==> config.mk <==
export PLATFORM = sky130hd
export DESIGN_NAME = rx_reset_sm
export DESIGN_NICKNAME = d
export VERILOG_FILES = /design/src/rtl/rx_reset_sm.sv
export SDC_FILE = /design/constraint.sdc
export NUM_CORES = 1
export LEC_CHECK = 0
export CAP_MARGIN = 25
export CORE_MARGIN = 3
export CORE_UTILIZATION = 57
export DETAILED_ROUTE_END_ITERATION = 6
export GPL_ROUTABILITY_DRIVEN = 0
export PLACE_DENSITY_LB_ADDON = 0.1
export SLEW_MARGIN = 20
export SYNTH_ARGS = -nofsm -noshare
export SYNTH_HDL_FRONTEND = slang
export SYNTH_SLANG_ARGS = --single-unit
==> constraint.sdc <==
create_clock -name refclkdiv2 -period 2.98 [get_ports refclkdiv2]
set_input_delay 0.596 -clock refclkdiv2 [delete_from_list [all_inputs] [get_ports refclkdiv2]]
set_output_delay 0.596 -clock refclkdiv2 [all_outputs]
set_load 0.05 [all_outputs]
==> src/rtl/rx_reset_sm.sv <==
// Per-channel RX reset sequencer: pulses SERDES reset, then holds PCS reset until CDR lock
// and signal presence qualify; re-sequences on loss and keeps a saturating retry count.
module rx_reset_sm #(
  parameter int T1_BIT = 2,
  parameter int T2_BIT = 18
) (
  input  logic       refclkdiv2,
  input  logic       rst_n,
  input  logic       tx_pcs_rst_c,
  input  logic       rx_cdr_lol_ch,
  input  logic       rx_los_low_ch,
  output logic       rx_serdes_rst_ch_c,
  output logic       rx_pcs_rst_ch_c,
  output logic       rx_ready,
  output logic [3:0] retry_cnt
);

  typedef enum logic [2:0] {
    WAIT_TX   = 3'd0,
    APPLY_RST = 3'd1,
    WAIT_T1   = 3'd2,
    RELEASE   = 3'd3,
    WAIT_T2   = 3'd4,
    NORMAL    = 3'd5
  } state_t;

  state_t          state;
  state_t          state_nxt;
  logic [1:0]      lol_sync;
  logic [1:0]      los_sync;
  logic            lol_s;
  logic            los_s;
  logic            bad;
  logic [T1_BIT:0] counter1;
  logic [T2_BIT:0] counter2;
  logic            t1_done;
  logic            t2_done;
  logic            retry_evt;

  // Chains preset to "bad" so a fresh reset never looks locked before real samples arrive.
  always_ff @(posedge refclkdiv2 or negedge rst_n) begin
    if (!rst_n) begin
      lol_sync <= 2'b11;
      los_sync <= 2'b11;
    end else begin
      lol_sync <= {lol_sync[0], rx_cdr_lol_ch};
      los_sync <= {los_sync[0], rx_los_low_ch};
    end
  end

  assign lol_s   = lol_sync[1];
  assign los_s   = los_sync[1];
  assign bad     = lol_s | los_s;
  assign t1_done = counter1[T1_BIT];
  assign t2_done = counter2[T2_BIT];

  always_comb begin
    state_nxt = state;
    retry_evt = 1'b0;
    if (tx_pcs_rst_c && (state != WAIT_TX)) begin
      state_nxt = WAIT_TX;
    end else begin
      case (state)
        WAIT_TX:   if (!tx_pcs_rst_c) state_nxt = APPLY_RST;
        APPLY_RST: state_nxt = WAIT_T1;
        WAIT_T1:   if (t1_done) state_nxt = RELEASE;
        RELEASE:   state_nxt = WAIT_T2;
        WAIT_T2: begin
          // Lock status is only judged once the qualification window has elapsed.
          if (t2_done) begin
            if (bad) begin
              state_nxt = APPLY_RST;
              retry_evt = 1'b1;
            end else begin
              state_nxt = NORMAL;
            end
          end
        end
        NORMAL: begin
          if (bad) begin
            state_nxt = APPLY_RST;
            retry_evt = 1'b1;
          end
        end
        default:   state_nxt = WAIT_TX;
      endcase
    end
  end

  always_ff @(posedge refclkdiv2 or negedge rst_n) begin
    if (!rst_n) begin
      state              <= WAIT_TX;
      rx_serdes_rst_ch_c <= 1'b1;
      rx_pcs_rst_ch_c    <= 1'b1;
      rx_ready           <= 1'b0;
      retry_cnt          <= 4'd0;
      counter1           <= '0;
      counter2           <= '0;
    end else begin
      state              <= state_nxt;
      // Outputs decode the next state so they move on the same edge as the state register.
      rx_serdes_rst_ch_c <= !((state_nxt == RELEASE) || (state_nxt == WAIT_T2) ||
                              (state_nxt == NORMAL));
      rx_pcs_rst_ch_c    <= (state_nxt != NORMAL);
      rx_ready           <= (state_nxt == NORMAL);
      if (retry_evt && (retry_cnt != 4'd15)) begin
        retry_cnt <= retry_cnt + 4'd1;
      end
      if (state == APPLY_RST) begin
        counter1 <= '0;
      end else if ((state == WAIT_T1) && !t1_done) begin
        counter1 <= counter1 + (T1_BIT + 1)'(1);
      end
      if (state == RELEASE) begin
        counter2 <= '0;
      end else if ((state == WAIT_T2) && !t2_done) begin
        counter2 <= counter2 + (T2_BIT + 1)'(1);
      end
    end
  end

endmodule

==> reports/qor.yml <==
synth_common_cells: "dfrtp_1 (30), nand2_1 (14), o21ai_0 (14), a21oi_1 (12), nor2_1 (11)"
crit_type: "reg2reg"
io_buffers: 11
ys_seq_area_share_pct: 54.2
fin_crit_ps: 2510
dpl.hpwl_um: 2000
tightest_slew_ps: 657
timing.final.crit_share_pct: 84.2
holdBufCountCts: 0
cp_max_fo: 14
syn_inst: 163
multi_input_area_um2: 702
track_usage_pct: 19.3
initial_core_util_pct: 60.2
dp_cells: 198
antenna_found_initial: 0
post_dp_cell_area_um2: 1790
seq_power_share_pct: 53.9
post_cts_buffers: 0
firstDrtPassIters: 4
path_clk_slew_ps: 100
drc: 0
grt_pass1_wl_um: 5110
slowest_stage: "or4_1"
ys_warn_count: 0
p_per_area_nw_per_um2: 632
netlist_area_um2: 1680
clkPwrFrac_pct: 22.7
antenna_left: 0
met1_usage_pct: 23.3
p_switching_mw: 0.395
max_cap_violations: 0
cp-end-kind: "register"
grt_pass1_vias: 1187
timing.critical_path.mode_cell: "or4_1"
clk_latency_ps: 340
intPower_mw: 0.772
use_met2_pct: 31.2
pre_cts_ws_ps: 440
vias: 1244
post_cts_resized: 0
cp-startpoint: "state[0]"
power_frac_comb_pct: 23.4
drtIter0Drc: 43
busiest_layer: "met2"
critical-path-max-stage-delay_ps: 680
final_area_um2: 1850
swShare_pct: 33.8
cts_tree: "done"
routed_wl_um: 2900
p_leak_nw: 0.771
final.setup.worst_slack_ps: 471
maxSlewViolCount: 0
rows: 19
grt_max_degree: 37
synth_seq_cells: 36
async_reset_ff_share_pct: 100
die_w_um: 60.2
fin_nets: 182
core-area_um2: 2780
nFillCells: 223
syn_avg_cell_area_um2: 10.3
antenna_cells: 0
fin_skew_ps: 10.8
synth_top_flop_cell: "dfrtp_1"
cp-start-kind: "register"
root_buffer: "clkbuf_4"
max-slew-margin-rel_pct: 55.6
drive_gt1_share_pct: 10.9
utilization_pct: 66.4
synth_top_area_share_pct: 44.8
grt-ovfl-total: 0
status: "completed"
yosys-top-cells-area: "dfrtp_1 (45%), dfstp_2 (9.4%), o21ai_0 (4.2%)"
hold_ws_ps: 365
die_y_um: 60.2
ios: 12
hold_path.class: "reg2reg"
yosysMostFrequentCell: "dfrtp_1"
cp.required_ps: 3240
synth_nets: 171
cts.sinks: 36
instances_no_fill: 206
syn2layout_area_growth_pct: 10.2
cts_made_buffers: 5
synth_top_area_cell: "dfrtp_1"
routed_via_density: 6.04
rsz0062_at_grt: "false"
finalPower_mw: 1.17
die-area_um2: 3630
finalSetupViolCount: 0
path_cells: "or4b_4 > or4_1 > or4_1 > a21oi_1"
max_clock_freq_mhz: 398
worstPathArrival_ps: 2770
r2r_start: "state[0]"
wire_per_inst_um: 14.1
synth-edff-count: 0
final.setup.tns_ps: 0
min_from: "lol_sync[0]"
regArea_um2: 908
clockBufferDepth: 2
grtUsageMet3_pct: 6.70
timing.final.hold_violations: 0
h-tree-depth: 2
synth.distinct_cells: 39
irDropWorstVdd_mv: 0.653
-- cell usage in the layout (no fill, tap or decap), types with 2 or more instances in the layout --
cell / instances
clkdlybuf4s50_1: 11
clkbuf_4: 5
ha_1: 3
or3_1: 6
or4_1: 4
clkinv_2: 2
nor4_1: 2
o21ai_0: 14
nand2_1: 14
xnor2_1: 8
xor2_1: 3
o31ai_1: 4
a21oi_1: 12
nand4_1: 6
nor3_1: 4
nand3_1: 4
dfrtp_1: 30
dfstp_2: 6
nor2_1: 11
inv_1: 5
-- power groups by stage --
stage | clock network (mW) | registers (mW) | logic, mW
6_report | 0.264 | 0.629 | 0.273
5_1_grt | 0.300 | 0.643 | 0.307
4_1_cts | 0.280 | 0.629 | 0.277
3_5_place_dp | 0 | 0.638 | 0.276
3_3_place_gp | 0 | 0.633 | 0.265
2_1_floorplan | 0 | 0.647 | 0.195
-- sequential cells by signal, indices dropped and copies added, names as in the netlist --
name	cells
counter2	19
retry_cnt	4
counter1	3
state	3
lol_sync	2
los_sync	2
rx_pcs_rst_ch_c	1
rx_ready	1
rx_serdes_rst_ch_c	1
-- cells by family (layout without fill, tap and decap cells) --
group           Yosys count  after routing  share of synthesized area, %
simple gates             61             61                          19.9
fa+ha+maj                 3              3                          2.24
xor+xnor                 11             11                          5.75
compound gates           38             38                          13.4
mux                       1              1                         0.672
flops                    36             36                          54.2
buf+inv                  13             25                          3.88
-- layout make-up --
cell class | count | area share, %
multi-input combinational | 114 | 38.0
tap | 31 | 2.10
inverter | 5 | 1.02
clock buffer | 6 | 2.78
sequential | 36 | 49.2
timing repair buffer | 12 | 6.37
clock inverter | 2 | 0.542
-- final timing paths --
path | endpoint | slack (ps) | depth (start not counted)
worst max-delay path | counter2[15] | 470 | 4
max in group asynchronous | rx_serdes_rst_ch_c | 1960 | 2
min in group asynchronous | counter2[6] | 660 | 2
worst max register to register | counter2[15] | 470 | 4
worst min-delay path | lol_sync[1] | 360 | 0
worst min register to register | lol_sync[1] | 360 | 0
-- worst max-delay path, delay by kind of cell (launching register included) --
| family | cells | cell delay [ps] |
|---|---|---|
| flip-flops | 1 | 520 |
| AND/OR/NAND/NOR | 3 | 1750 |
| AO/OA/AOI/OAI | 1 | 160 |
-- per-layer routing --
metal	wire length, µm	share of wire, %
met3	108	3.7
met2	1420	49
met5	0	0
met1	1310	45
met4	58	2.0
Power figures use the tool's default switching activity.
